--- config.mk ---
export PLATFORM = sky130hd
export DESIGN_NAME = serial_alu_flat
export DESIGN_NICKNAME = d
export VERILOG_FILES = /design/src/rtl/serial_alu_pkg.sv /design/src/rtl/serial_alu_if.sv /design/src/rtl/serial_alu_digit_adder.sv /design/src/rtl/serial_alu.sv /design/src/flat_wrapper.sv
export SDC_FILE = /design/constraint.sdc
export NUM_CORES = 1
export LEC_CHECK = 0
export BUFFER_PORTS_ARGS = -buffer_cell sky130_fd_sc_hd__buf_2
export CAP_MARGIN = 40
export CORE_UTILIZATION = 45
export CTS_CLUSTER_DIAMETER = 50
export DETAILED_ROUTE_END_ITERATION = 8
export HOLD_SLACK_MARGIN = 0.06
export PLACE_DENSITY = 0.68
export SLEW_MARGIN = 25
export SYNTH_ARGS = -nofsm -noshare
export SYNTH_HDL_FRONTEND = slang
export SYNTH_SLANG_ARGS = --single-unit
--- constraint.sdc ---
create_clock -name clk -period 2.1 [get_ports clk]
set_clock_uncertainty 0.15 [all_clocks]
set_input_delay 0.105 -clock clk [delete_from_list [all_inputs] [get_ports clk]]
set_output_delay 0.105 -clock clk [all_outputs]
set_load 0.005 [all_outputs]
--- src/rtl/serial_alu_pkg.sv ---
// Shared types and constants for the digit-serial adder.
package serial_alu_pkg;

  localparam int unsigned AluWidth = 32;

  typedef enum logic [1:0] {
    StIdle = 2'b00,
    StRun  = 2'b01,
    StDone = 2'b10
  } alu_state_e;

  // Digit counter width; never narrower than one bit.
  function automatic int unsigned cnt_width(input int unsigned n);
    return (n > 1) ? $clog2(n) : 1;
  endfunction

endpackage

--- src/rtl/serial_alu_if.sv ---
// Request/response bundle between proc (master) and the serial adder (slave).
interface serial_alu_if #(
  parameter int unsigned WIDTH = 32
);
  logic [WIDTH-1:0] a_in;
  logic [WIDTH-1:0] b_in;
  logic             in_valid;
  logic [WIDTH-1:0] out;
  logic             out_valid;
  logic             cout;
  logic             busy;

  modport master (
    output a_in, b_in, in_valid,
    input  out, out_valid, cout, busy
  );

  modport slave (
    input  a_in, b_in, in_valid,
    output out, out_valid, cout, busy
  );
endinterface

--- src/rtl/serial_alu_digit_adder.sv ---
// Combinational DIGIT-bit adder with carry in/out; one digit per cycle in serial_alu.
module serial_alu_digit_adder #(
  parameter int unsigned DIGIT = 8
) (
  input  logic [DIGIT-1:0] a,
  input  logic [DIGIT-1:0] b,
  input  logic             cin,
  output logic [DIGIT-1:0] sum,
  output logic             cout
);

  assign {cout, sum} = {1'b0, a} + {1'b0, b} + {{DIGIT{1'b0}}, cin};

endmodule

--- src/rtl/serial_alu.sv ---
// Digit-serial adder: out = a_in + b_in mod 2^WIDTH, DIGIT bits per cycle,
// responder end of the in_valid/out_valid handshake.
module serial_alu
  import serial_alu_pkg::*;
#(
  parameter int unsigned WIDTH = AluWidth,
  parameter int unsigned DIGIT = 8
) (
  input  logic        clk,
  input  logic        rst,
  serial_alu_if.slave bus
);

  localparam int unsigned N    = WIDTH / DIGIT;
  localparam int unsigned CntW = cnt_width(N);
  localparam logic [CntW-1:0] LastCount = CntW'(N - 1);

  alu_state_e       state_q, state_d;
  logic [WIDTH-1:0] a_q, a_d;
  logic [WIDTH-1:0] b_q, b_d;
  logic [WIDTH-1:0] res_q, res_d;
  logic [WIDTH-1:0] out_q, out_d;
  logic             carry_q, carry_d;
  logic             cout_q, cout_d;
  logic [CntW-1:0]  count_q, count_d;

  logic [DIGIT-1:0] sum_digit;
  logic             digit_cout;
  logic [WIDTH-1:0] res_shifted;

  serial_alu_digit_adder #(
    .DIGIT (DIGIT)
  ) u_digit_adder (
    .a    (a_q[DIGIT-1:0]),
    .b    (b_q[DIGIT-1:0]),
    .cin  (carry_q),
    .sum  (sum_digit),
    .cout (digit_cout)
  );

  // New digit enters at the top; after N digits the LSB digit sits at the bottom.
  assign res_shifted = (res_q >> DIGIT) | (WIDTH'(sum_digit) << (WIDTH - DIGIT));

  always_comb begin
    state_d = state_q;
    a_d     = a_q;
    b_d     = b_q;
    res_d   = res_q;
    out_d   = out_q;
    carry_d = carry_q;
    cout_d  = cout_q;
    count_d = count_q;
    case (state_q)
      StIdle: begin
        if (bus.in_valid) begin
          state_d = StRun;
          a_d     = bus.a_in;
          b_d     = bus.b_in;
          carry_d = 1'b0;
          count_d = '0;
        end
      end
      StRun: begin
        a_d     = a_q >> DIGIT;
        b_d     = b_q >> DIGIT;
        res_d   = res_shifted;
        carry_d = digit_cout;
        if (count_q == LastCount) begin
          state_d = StDone;
          out_d   = res_shifted;
          cout_d  = digit_cout;
        end else begin
          count_d = count_q + CntW'(1);
        end
      end
      StDone: begin
        state_d = StIdle;
      end
      default: begin
        state_d = StIdle;
      end
    endcase
  end

  always_ff @(posedge clk) begin
    if (rst) begin
      state_q <= StIdle;
      a_q     <= '0;
      b_q     <= '0;
      res_q   <= '0;
      out_q   <= '0;
      carry_q <= 1'b0;
      cout_q  <= 1'b0;
      count_q <= '0;
    end else begin
      state_q <= state_d;
      a_q     <= a_d;
      b_q     <= b_d;
      res_q   <= res_d;
      out_q   <= out_d;
      carry_q <= carry_d;
      cout_q  <= cout_d;
      count_q <= count_d;
    end
  end

  assign bus.out       = out_q;
  assign bus.cout      = cout_q;
  assign bus.out_valid = (state_q == StDone);
  assign bus.busy      = (state_q != StIdle);

endmodule

--- src/flat_wrapper.sv ---
// flat-port wrapper written by rule: the top's interface ports become plain ports
module serial_alu_flat import serial_alu_pkg::*;
#(
  parameter int unsigned WIDTH = AluWidth,
  parameter int unsigned DIGIT = 8
)
  (clk, rst, bus_a_in, bus_b_in, bus_in_valid, bus_out, bus_out_valid, bus_cout, bus_busy);
  serial_alu_if #(.WIDTH(WIDTH)) bus_i ();
  input  logic clk;
  input  logic rst;
  input wire logic [$bits(bus_i.a_in)-1:0] bus_a_in;
  input wire logic [$bits(bus_i.b_in)-1:0] bus_b_in;
  input wire logic [$bits(bus_i.in_valid)-1:0] bus_in_valid;
  output wire logic [$bits(bus_i.out)-1:0] bus_out;
  output wire logic [$bits(bus_i.out_valid)-1:0] bus_out_valid;
  output wire logic [$bits(bus_i.cout)-1:0] bus_cout;
  output wire logic [$bits(bus_i.busy)-1:0] bus_busy;
  assign bus_i.a_in = bus_a_in;
  assign bus_i.b_in = bus_b_in;
  assign bus_i.in_valid = bus_in_valid;
  assign bus_out = bus_i.out;
  assign bus_out_valid = bus_i.out_valid;
  assign bus_cout = bus_i.cout;
  assign bus_busy = bus_i.busy;
  serial_alu #(.WIDTH(WIDTH), .DIGIT(DIGIT)) u_core (.clk(clk), .rst(rst), .bus(bus_i));
endmodule
Yosys cells after proc, flatten, opt, wreduce, memory -nomap -nowiden:

Cells that the tools add are included.
W data, S select, Z words.

* input port bits: 67
* output and inout bits: 35
* word-level logic and storage cells: 37
* register bits after elaboration: 134

* add/sub/neg operators: 3
* bitwise gates (word level): 1
* muxes and demuxes: 12
* reductions and logical operators: 7
* eq/ne operators: 6

Operators by type and width (number)
* $pmux W32 S2: 2
* $mux W32: 2
* $or A24 B32 Y32: 1
* $add A8 B8 Y9: 1
* $add A9 B1 Y9: 1
* $mux W2: 4
* $pmux W2 S2: 2
* $reduce_and A2 Y1: 3
* $eq A2 B2 Y1 const B: 2
* $ne A2 B2 Y1 const B: 2
* $reduce_bool A2 Y1: 2
* $reduce_and A3 Y1: 1
* $add A2 B1 Y2 const B: 1
* $eq A2 B1 Y1 const B: 1
* $logic_not A2 Y1: 1
* $ne A2 B1 Y1 const B: 1
* $pmux W1 S2: 1
* $mux W1: 1

Depth between registers and ports, before layout:

Gate-level depths: netlist of run 1.

* depth in word-level cells: 3
* mapped depth: 7
* depth with buffers taken out: 6

By module:

A second synthesis of run 1 with hierarchy kept.

* cells, all modules: 729
* area, all modules: 5841.9 µm²

By module, submodules not included
* serial_alu: seq. area each 2522.4 µm², instances 1, area each 5529.1 µm², cells each 691
* serial_alu_digit_adder: seq. area each 0.0 µm², instances 1, area each 312.8 µm², cells each 38

Least setup slack after synthesis of run 1:

Ideal clock, no wire load.

* path kind: register to register
* start: reg u_core.carry_q
* end: reg u_core.cout_q, in the netlist u_core.bus.cout
* clock period less this slack: 2.240 ns
* stages on the path, launching flop included: 7
* arrival time: 1.954 ns
* data required time: 1.815 ns
* path buffers: 0
* library setup time: 0.135 ns
* slack: -0.140 ns
* cell sequence: dfxtp_1 -> fa_1 -> fa_1 -> a211oi_1 -> nor3_1 -> o31ai_1 -> a211oi_1

* longest elaborated chain between the ends: 1

RTL lines
* from (decl): line serial_alu.sv:23 `logic carry_q, carry_d;`
* from (signal assigned): line serial_alu.sv:101 `carry_q <= carry_d;`
* $add A9 B1 Y9: line serial_alu_digit_adder.sv:12 `assign {cout, sum} = {1'b0, a} + {1'b0, b} + {{DIGIT{1'b0}}, cin};`
* to (signal assigned): line serial_alu.sv:102 `cout_q <= cout_d;`
* to (decl): line serial_alu.sv:24 `logic cout_q, cout_d;`

No other way between the ends.
A chain may end at the register's enable or synchronous reset.

Final worst setup path of run 1:

* start: reg u_core.carry_q
* end: reg u_core.out_q[30], in the netlist u_core.bus.out[30]

* longest elaborated chain between the ends: 2

RTL lines
* $add A9 B1 Y9: line serial_alu_digit_adder.sv:12
* $or A24 B32 Y32: line serial_alu.sv:42 `assign res_shifted = (res_q >> DIGIT) | (WIDTH'(sum_digit) << (WIDTH - DIGIT));`
* to (signal assigned): line serial_alu.sv:100 `out_q <= out_d;`
* to (decl): line serial_alu.sv:22 `logic [WIDTH-1:0] out_q, out_d;`

No other way between the ends.

==> results.md, run 1 <==
- Starting Density: 46.1%
- GP Congestion: 0.847
- # port buffers: 101
- Crit path setup slack, layout: -43.5 ps
- Sw Pwr: 1.52 mW
- Die H: 110 microns
- Leakage dissipation: 2.93 nW
- Post-synthesis cell type count: 39
- Critical Path Fanout Max: 3
- H-tree levels: 4
- Setup-violating endpoint count in the final report: 4
- Worst setup SP type: flip-flop
- Max Freq: 467 MHz
- Vias in the first global route: 4867
- Worst Hold Class: flip-flop to flip-flop
- Max Cap Violations: 0
- Clock power frac: 45.2%
- Longest Clk Path Bufs: 2
- Total number of vias: 5049
- Vias per cell: 5.22
- #FFs+latches synth: 126
- DP HPWL: 8.63 mm
- Clock root cell: clkbuf_16
- WHS: 300 ps
- Min Clock Period, post-route: 2140 ps
- Core ar.: 11400 sq um
- Reg2reg path depth: 6
- Worst EP arrival: 2290 ps
- Power per cell area: 862 nW/um^2
- Uppermost layer routed: met4
- Sw Share: 24.5%
- CP Class: flip-flop to flip-flop
- CTS Sinks: 126
- Clk_lat worst skew: 410 ps
- IO Pins: 102
- Flop pwr share: 42.0%
- Combinational Power Share: 12.8%
- Tcrit/Tclk final: 102%
- Mapped Cells: 659
- Placed cell area: 5880 sq um
- DRT iter0 DRCs: 280
- Area delta synth->final: 37.2%
- Final Hold Viols: 0
- Yosys warns: 0
- Global-route wire length before repair: 22.6 mm
- Failing checks: negative setup slack
- Hold path depth: 2
- FILL cells: 991
- CTS buffer count: 17
- CTS tree: done
- Initial antenna violation count: 0
- Status: finished, violations left
- Grt total ovfl: 0
- Syn Nets: 736
- Tot GR Track Use: 24.2%
- Row count: 39
- VDD IR max: 0.000684 V
- TNS Setup: -105 ps
- Met3 Wirelength: 610 microns
- Synthesized cell area: 5270 sq um
- Worst EP required: 2240 ps
- Slew Viols, Final: 0
- Total iterations of the first detailed-routing run: 4
- Largest net degree at the start of global routing: 65
- RSZ-0062 raised after global routing: yes
- Worst slew pin tran: 416 ps
- Metal-1 WL: 6.11 mm
- Syn_area_per_cell: 8.00 sq um
- Final #Nets: 891
- Die Footprint: 12100 sq um
- Slew Limit Headroom: 72.1%
- Sequential-to-total area share from yosys stat: 47.9%
- WL/cell: 14.4 microns
- Worst Setup End Kind: flip-flop
- # DRC: 0
- # diodes: 0
- Clk slew on worst S/H paths: 50 ps
- Total wire length: 13.9 mm
- Internal power: 4.71 mW
- Post-DRT Antenna Nets: 0
- DR WL met2: 7.03 mm
- Final instance area: 7230 sq um
- Die X: 110 microns
- Fraction of layout cells with a size suffix above 1: 20.1%
## Yosys cell counts (all sizes together)
library cell	instances	area share (%)
xnor2	1	0.17
a311oi	48	8.0
o21ai	6	0.57
nor3b	4	0.66
a21boi	1	0.14
dfxtp	126	48
nand3b	7	1.0
or2	1	0.12
or3	2	0.24
and2	1	0.12
fa	2	0.76
o31ai	3	0.43
and3b	1	0.17
and2b	1	0.19
nor2	60	4.3
a211o	1	0.17
a21oi	71	7.0
nand2b	2	0.24
clkbuf	18	1.3
inv	2	0.14
a22oi	1	0.14
buf	37	4.0
nor2b	3	0.36
ha	8	1.9
nand4	2	0.24
a21o	3	0.43
nand2	207	15
a221o	1	0.19
nand3	23	2.3
a211oi	7	1.3
nor3	7	0.66
or4	2	0.28
## placed cells by master, fill, tap and decap left out, drive strengths merged, types with 4 or more instances in the layout
cell type	n
nand2	207
dfxtp	126
buf	119
dlygate4sd3	72
a21oi	71
nor2	60
a311oi	48
nand3	23
clkbuf	23
ha	8
nor3	7
nand3b	7
a211oi	7
o21ai	6
clkinv	4
nor3b	4
## power by group through the flow
| stage | Clock (mW) | Combinational (mW) | Sequential [mW] |
|---|---|---|---|
| floorplan | 0 | 0.483 | 2.64 |
| global placement | 0 | 0.650 | 2.66 |
| detailed placement | 0 | 0.662 | 2.67 |
| CTS | 2.87 | 0.762 | 2.62 |
| global route | 2.98 | 0.882 | 2.63 |
| finish | 2.82 | 0.797 | 2.62 |
## sequential cells by signal (all words and copies together) (netlist names)
register         count
u_core.a_q          32
u_core.b_q          32
u_core.bus.cout      1
u_core.bus.out      32
u_core.carry_q       1
u_core.count_q       2
u_core.res_q        24
u_core.state_q       2
## worst max-delay path, cell delays in order, from the launching register on
cell and delay [ps]:
dfxtp_2 330, fa_2 390, fa_2 390, a211oi_4 290
nor3b_2 100, a211oi_4 270, o31ai_1 110
## what timing repair did
action / in CTS / in global routing
gates cloned: 0 / 0
resized for setup: 1 / 11
endpoints found under the hold margin: 90 / 12
buffers inserted: 0 / 0
endpoints found under the setup margin: 2 / 6
pin swaps: 2 / 5
hold buffers: 71 / 1
## final cells by class
cell class              count  area (sq um)  area share (%)
clock inverters             7          87.6            1.21
clock buffers              23           478            6.61
inverters                   2          7.51           0.104
flip-flops and latches    126          2530            34.9
repair buffers            191          1420            19.7
multi-input cells         476          2530            35.0
well taps                 143           179            2.47
## per-stage QoR
| stage | power, mW | worst slack, ps | utilization [%] | instances |
|---|---|---|---|---|
| floorplan | 3.12 | 54.8 | - | 659 |
| global placement | 3.31 | -11.0 | 51.5 | 865 |
| detailed placement | 3.33 | -63.6 | 51.5 | 865 |
| CTS | 6.25 | -23.3 | 62.7 | 966 |
| global route | 6.50 | -92.1 | 63.3 | 968 |
| finish | 6.23 | -43.5 | 63.3 | 968 |
## per-layer routing
layer / vias up / global-route usage (%)
li1: 2568 / -
met1: 2323 / 29.1
met2: 144 / 42.2
met3: 14 / 5.94
met4: 0 / 8.27
met5: - / 0
## path summary, 6_finish.rpt
kind                                   startpoint            endpoint  slack [ps]
worst min-delay path            u_core.bus.out[5]   u_core.bus.out[5]         300
worst min register to register  u_core.bus.out[5]   u_core.bus.out[5]         300
worst max-delay path               u_core.carry_q  u_core.bus.out[30]         -40
worst max register to register     u_core.carry_q  u_core.bus.out[30]         -40
## logic make-up after synthesis
family | after synthesis | synth area share [%]
and+or+nand+nor | 323 | 25.6
AOI/OAI and AO/OA | 142 | 18.3
DFF | 126 | 47.9
buffers and inverters | 57 | 5.44
adders and majority gates | 10 | 2.66
xor gates and xnor gates | 1 | 0.166
(Power assumes the default switching activity.)
==> run 2: changes to the inputs <==
--- a/config.mk
+++ b/config.mk
@@ -7,11 +7,11 @@
 export LEC_CHECK = 0
 export BUFFER_PORTS_ARGS = -buffer_cell sky130_fd_sc_hd__buf_2
 export CAP_MARGIN = 40
-export CORE_UTILIZATION = 45
+export CORE_UTILIZATION = 35
 export CTS_CLUSTER_DIAMETER = 50
 export DETAILED_ROUTE_END_ITERATION = 8
 export HOLD_SLACK_MARGIN = 0.06
-export PLACE_DENSITY = 0.68
+export PLACE_DENSITY = 0.55
 export SLEW_MARGIN = 25
 export SYNTH_ARGS = -nofsm -noshare
 export SYNTH_HDL_FRONTEND = slang
==> constraint.sdc (replaced) <==
create_clock -name clk -period 2.1 [get_ports clk]
set_clock_uncertainty 0.15 [all_clocks]
set_input_delay 0.315 -clock clk [delete_from_list [all_inputs] [get_ports clk]]
set_output_delay 0.315 -clock clk [all_outputs]
set_load 0.005 [all_outputs]
==> run 2 against run 1 <==
The flow still finishes with violations (negative setup slack). Non-clock buffer count is 10 lower. Largest power group unchanged. Critical endpoint is now u_core.bus.cout. Fmax is 0.75% lower. Clock power is 5% higher. Hold slack worse by 230 ps. Sequential power hardly changed. Critical path depth stayed put. Die area is 28% higher. Clock-buffer cell count is 4 higher. Register-to-register slack worse by 20 ps. Flip-flop and latch count stayed put. Routed wire length is 0.98% lower. Cell count is 3.4% higher.
==> results.md, run 2 (synthesis gave the netlist of run 1 again) <==
- # DRC: 0 (unchanged)
- Final #Nets: 881 (-1.1%)
- CTS buffer count: 17 (unchanged)
- VDD IR max: 0.000518 V (-24%)
- Initial antenna violation count: 0 (unchanged)
- IO Pins: 102 (unchanged)
- Row count: 44 (+13%)
- Critical path's top delay family: adder cells
- # port buffers: 101 (unchanged)
- Status: finished, violations left
- Largest net degree at the start of global routing: 66 (+1.5%)
- Total iterations of the first detailed-routing run: 4 (unchanged)
- Clk slew on worst S/H paths: 60 ps (about the same)
- Vias per cell: 4.99 (-4.4%)
- Final Hold Viols: 0 (unchanged)
- Multi-input logic area: 2500 sq um (-1.1%)
- Worst setup SP type: flip-flop
- Worst EP arrival: 2300 ps (about the same)
- Clk_lat worst skew: 410 ps (about the same)
- CTS Sinks: 126 (unchanged)
- Worst Hold Class: input port to flip-flop
- Slew Limit Headroom: 58.5% (-14 points)
- Tot GR Track Use: 18.3% (-6.0 points)
- # diodes: 0 (unchanged)
- Dpl ws: -154 ps (-90.8 ps)
- Global-route wire length before repair: 23.2 mm (+2.6%)
- Tcrit/Tclk final: 103% (+0.77 points)
- Most frequent cells in the layout: 206 x nand2_1, 125 x dfxtp_1, 100 x buf_2
- Failing checks: negative setup slack
- Setup-violating endpoint count in the final report: 4 (unchanged)
- Register area: 2520 sq um (about the same)
- Overall Power: 6.36 mW (+2.0%)
- WL/cell: 13.8 microns (-4.2%)
- Core ar.: 14600 sq um (+28%)
- Die H: 125 microns (+13%)
- Max Cap Violations: 0 (unchanged)
- CP cell instances: fa_2 -> fa_2 -> a211oi_4 -> nor3_2 -> o31ai_2 -> a211oi_1
- Post-DRT Antenna Nets: 0 (unchanged)
- Most frequent CP cell: fa_2
- Placed Instances: 905 (+4.6%)
- Crit path setup slack, layout: -59.6 ps (-16.1 ps)
- Max Freq: 463 MHz (-0.75%)
- Total wire length: 13.8 mm (-0.98%)
- Slowest CP cell: fa_2
- RSZ-0062 raised after global routing: yes
- Vias in the first global route: 4990 (+2.5%)
- Grt total ovfl: 0 (unchanged)
- Power per cell area: 881 nW/um^2 (+2.2%)
- Worst slew pin tran: 623 ps (+207 ps)
- Total number of vias: 4990 (-1.2%)
- Starting Density: 36.1% (-10 points)
- WP buf/inv: 0 (unchanged)
- CTS tree: done
- Slew Viols, Final: 0 (unchanged)
- Min Clock Period, post-route: 2160 ps (+16.1 ps)
- Fraction of layout cells with a size suffix above 1: 19.8% (-0.29 points)
- Die X: 125 microns (+13%)
- FILL cells: 1381 (+39%)
- Non-filler cells, final: 1001 (+3.4%)
- Die Footprint: 15500 sq um (+28%)
- Longest Clk Path Bufs: 2 (unchanged)
- Critical Path Fanout Max: 3 (unchanged)
- Area delta synth->final: 36.9%
- Most common cell after layout, fill and taps aside: nand2_1
- DRT iter0 DRCs: 269 (-3.9%)
- Crit-path max cell delay: 400 ps (about the same)
- Clock root cell: clkbuf_16
- H-tree levels: 4 (unchanged)
- Worst EP required: 2240 ps (about the same)
- Post-route core utilization: 49.5% (-14 points)
- Leakage dissipation: 2.92 nW (-0.37%)
- Worst Setup End Kind: flip-flop
- DP HPWL: 8.93 mm (+3.5%)
- WHS: 72.0 ps (-228 ps)
- CP Class: flip-flop to flip-flop
- GP Congestion: 0.821 (-3.0%)
-- run 2: changes by cell type in the layout (fill, tap and decap cells not counted), sizes merged --
cell | before | now
clkbuf | 23 | 27
dlygate4sd3 | 72 | 63
clkinv | 4 | 3
buf | 119 | 118
clkinvlp | 1 | 0
-- run 2: power by group --
group / internal [mW] / total (mW) / switching [mW] / leakage (nW)
Sequential: 2.53 / 2.62 / 0.0899 / 1.03
Combinational: 0.357 / 0.781 / 0.423 / 1.59
Clock: 1.96 / 2.96 / 0.994 / 0.303
Total: 4.85 / 6.36 / 1.51 / 2.92
-- run 2: worst paths after layout --
path	startpoint	end	slack [ps]	depth (start not counted)
max	u_core.carry_q	u_core.bus.cout	-60	6
min	bus_a_in[4]	u_core.a_q[4]	70	3
max reg2reg	u_core.carry_q	u_core.bus.cout	-60	6
min reg2reg	u_core.bus.out[6]	u_core.bus.out[6]	300	2
-- run 2: stage by stage --
step                      area [sq um]  setup TNS, ps
after global placement            5950          -53.9
final                             7210           -173
after floorplan                   5280              0
after global routing              7210           -665
after CTS                         7200          -51.7
after detailed placement          5950           -312
-- run 2: routing by layer --
layer	part of all wire, %	GRT usage, %	vias to the layer above	wire, microns
met5	0	0	-	0
met4	0.89	5.39	0	123
met3	3.7	5.20	10	516
met2	50	31.1	98	6850
met1	46	22.2	2324	6280
li1	-	-	2558	-
-- run 2: what timing repair did --
action	in CTS	in global routing
hold buffers	63	0
setup buffers	1	0
pin swaps	2	1
endpoints found under the hold margin	63	0
endpoints found under the setup margin	4	7
gates resized for setup	1	3
-- run 2: final cells by class --
type / count / share of cell area (%)
multi-input cells: 476 / 34.7
inverters: 2 / 0.104
clock inverters: 5 / 1.04
repair buffers: 181 / 18.6
well taps: 184 / 3.19
clock buffers: 27 / 7.39
flip-flops and latches: 126 / 35.0
-- run 2: tightest hold or removal path: stages --
cell and delay [ps]:
buf_2 90, nand2_1 80, a311oi_1 90
==> run 3: changes to the inputs <==
--- a/config.mk
+++ b/config.mk
@@ -5,6 +5,7 @@
 export SDC_FILE = /design/constraint.sdc
 export NUM_CORES = 1
 export LEC_CHECK = 0
+export ABC_AREA = 1
 export BUFFER_PORTS_ARGS = -buffer_cell sky130_fd_sc_hd__buf_2
 export CAP_MARGIN = 40
 export CORE_UTILIZATION = 35
==> run 3 against run 2 <==
The run now ends clean. Die area grew 0.86%. Routed wire length decreased by 2.4%. Flip-flop and latch count did not move. Global-route usage decreased by 0.37 points. Cell count up 4.1%. Register-to-register slack improved by 190 ps. Clock power fell by 7.8%. Critical endpoint unchanged. Largest power group unchanged.
==> results.md, run 3 <==
- Worst slew pin tran: 650 ps (+27.1 ps)
- WL/cell: 12.9 microns (-6.2%)
- Worst setup SP type: flip-flop
- Row count: 44 (unchanged)
- Tcrit/Tclk final: 93.6% (-9.2 points)
- EDFF count, synth: 0 (unchanged)
- Vias in the first global route: 4563 (-8.6%)
- Most frequent cell after synthesis: nand2_1
- Worst Hold Class: input port to flip-flop
- Die X: 125 microns (+0.43%)
- Clk_lat worst skew: 410 ps (about the same)
- Grt total ovfl: 0 (unchanged)
- Sequential-to-total area share from yosys stat: 47.5% (-0.42 points)
- TNS Setup: 0 ps (+173 ps)
- Die H: 125 microns (+0.43%)
- IO Pins: 102 (unchanged)
- Area delta synth->final: 26.2%
- Hold path depth: 4 (+1)
- Synthesized cell area: 5320 sq um (+0.88%)
- CTS tree: done
- Max Cap Violations: 0 (unchanged)
- Total number of vias: 4875 (-2.3%)
- VDD IR max: 0.000580 V (+12%)
- Most frequent cells in the layout: 224 x nand2_1, 126 x dfxtp_1, 101 x buf_2
- Reg2reg path depth: 8 (+2)
- Final #Nets: 922 (+4.7%)
- Total wire length: 13.4 mm (-2.4%)
- Tot GR Track Use: 17.9% (-0.37 points)
- Initial antenna violation count: 1 (+1)
- Slew Limit Headroom: 56.7% (-1.8 points)
- FILL cells: 1524 (+10%)
- GP Congestion: 0.792 (-3.5%)
- Non-filler cells, final: 1042 (+4.1%)
- Worst Setup End Kind: flip-flop
- DRT iter0 DRCs: 238 (-12%)
- Sw Pwr: 1.59 mW (+5.3%)
- WHS: 128 ps (+55.6 ps)
- Clock power frac: 44.9% (-1.6 points)
- Post-synthesis cell type count: 25 (-36%)
- Die Footprint: 15700 sq um (+0.86%)
- Leakage dissipation: 3.10 nW (+6.2%)
- # DRC: 0 (unchanged)
- CTS Sinks: 126 (unchanged)
- Largest net degree at the start of global routing: 82 (+24%)
- Overall Power: 6.09 mW (-4.1%)
- Final Hold Viols: 0 (unchanged)
- Starting Density: 36.2% (+0.044 points)
- Fraction of layout cells with a size suffix above 1: 18.2% (-1.6 points)
- Internal power: 4.51 mW (-7.1%)
- Global-route wire length before repair: 22.3 mm (-3.8%)
- Main area contributors after synthesis: dfxtp_1 47%, nand2_1 16%, a21oi_1 8.9%
- Max Freq: 509 MHz (+9.9%)
- Setup-violating endpoint count in the final report: 0 (-4)
- Status: finished clean
- Post-CTS setup buffers: 0 (-1)
- Worst Min Path Start: rst
- RSZ-0062 raised after global routing: no
- Post-synth top area cell: dfxtp_1
- Worst EP arrival: 2120 ps (-180 ps)
- Vias per cell: 4.68 (-6.1%)
- #FFs+latches synth: 126 (unchanged)
- # port buffers: 101 (unchanged)
- DP HPWL: 9.26 mm (+3.7%)
- CP startpoint: u_core.carry_q
- CTS buffer count: 17 (unchanged)
- Slew Viols, Final: 0 (unchanged)
- H-tree levels: 4 (unchanged)
- Combinational Power Share: 12.2% (about the same)
- Post-route core utilization: 45.6% (-3.8 points)
- Placed Instances: 994 (+9.8%)
- Min Clock Period, post-route: 1970 ps (-194 ps)
- Clk slew on worst S/H paths: 60 ps (about the same)
- Mapped Cells: 740 (+12%)
- Yosys warns: 0 (unchanged)
- Worst reg2reg startpoint: u_core.carry_q
- Total iterations of the first detailed-routing run: 7 (+3)
- Ys async rst share: 0% (unchanged)
- Most frequent cells after synthesis: 225 x nand2_1, 126 x dfxtp_1, 94 x a21oi_1
- Critical Path Fanout Max: 3 (unchanged)
- Power per cell area: 909 nW/um^2 (+3.1%)
- Worst EP required: 2260 ps (+20 ps)
- Post-DRT Antenna Nets: 0 (unchanged)
- Syn_area_per_cell: 7.18 sq um (-10%)
- Most common cell after layout, fill and taps aside: nand2_1
- Top_reg_cell synth: dfxtp_1
- Syn Nets: 817 (+11%)
- Core ar.: 14700 sq um (+0.75%)
- Synth top area share: 47.5% (-0.42 points)
- CP Class: flip-flop to flip-flop
- Flop pwr share: 43.0% (+1.8 points)
- Clock root cell: clkbuf_16
- Longest Clk Path Bufs: 2 (unchanged)
- Sw Share: 26.0% (+2.3 points)
-- run 3: changes by cell type after synthesis, moves of 4 or more --
cell	change
o21ai_0	+84
nor3_1	-7
buf_4	-10
a21oi_1	+24
nor2_1	-29
inv_1	+65
a311oi_1	-48
inv_2	+4
nand3b_1	-5
nand3_1	+6
nand2_1	+18
-- run 3: final timing paths --
path,end,slack (ps)
max reg2reg,u_core.bus.cout,130
min,u_core.res_q[19],130
min reg2reg,u_core.b_q[16],290
max,u_core.bus.cout,130
-- run 3: cell families after synthesis --
kind of cell | Yosys count | share of synthesized area [%]
AO/OA/AOI/OAI | 194 | 18.7
buffers and inverters | 118 | 9.16
flip-flops | 126 | 47.5
adder cells (fa/ha/maj) | 10 | 2.64
XOR/XNOR | 1 | 0.165
AND/OR/NAND/NOR | 291 | 21.8
-- run 3: timing repair --
| item | CTS | global route |
|---|---|---|
| hold buffers | 16 | 0 |
| gates resized for setup | 0 | 1 |
| setup endpoints to repair | 0 | 2 |
| endpoints found under the hold margin | 16 | 0 |
-- run 3: power groups by stage --
stage | Clock, mW | Combinational, mW | Sequential (mW)
after floorplan | 0 | 0.506 | 2.65
after global placement | 0 | 0.723 | 2.67
after detailed placement | 0 | 0.724 | 2.67
after CTS | 2.78 | 0.750 | 2.62
after global routing | 2.91 | 0.846 | 2.63
final | 2.73 | 0.741 | 2.62
-- run 3: per-layer routing --
| layer | global-route usage (%) | share of wire (%) | vias up |
|---|---|---|---|
| li1 | - | - | 2588 |
| met5 | 0 | 0 | - |
| met1 | 23.2 | 48 | 2169 |
| met2 | 28.7 | 46 | 105 |
| met4 | 5.74 | 1.1 | 0 |
| met3 | 5.05 | 4.9 | 13 |
-- run 3: critical path: stages (launching register included) --
cell and delay (ps):
dfxtp_1 330, fa_1 460, fa_2 390, nand2_1 110, nand3_1 90, nand2_1 70, nand2_1 70, o21ai_0 150
inv_1 50
-- run 3: final cells by class --
class                      count  area, sq um  area share, %
clock buffer                  20          457           6.81
antenna                        1         2.50         0.0373
inverter                      71          267           3.97
tap                          184          230           3.43
clock inverter                11         93.8           1.40
timing repair buffer         133          823           12.3
sequential                   126         2520           37.6
multi-input combinational    496         2310           34.5
-- run 3: stage by stage --
step                area [sq um]  setup slack (ps)
global placement            5990               131
CTS                         6700              77.1
global route                6700              15.9
detailed placement          5990              79.7
floorplan                   5320               213
finish                      6710               135
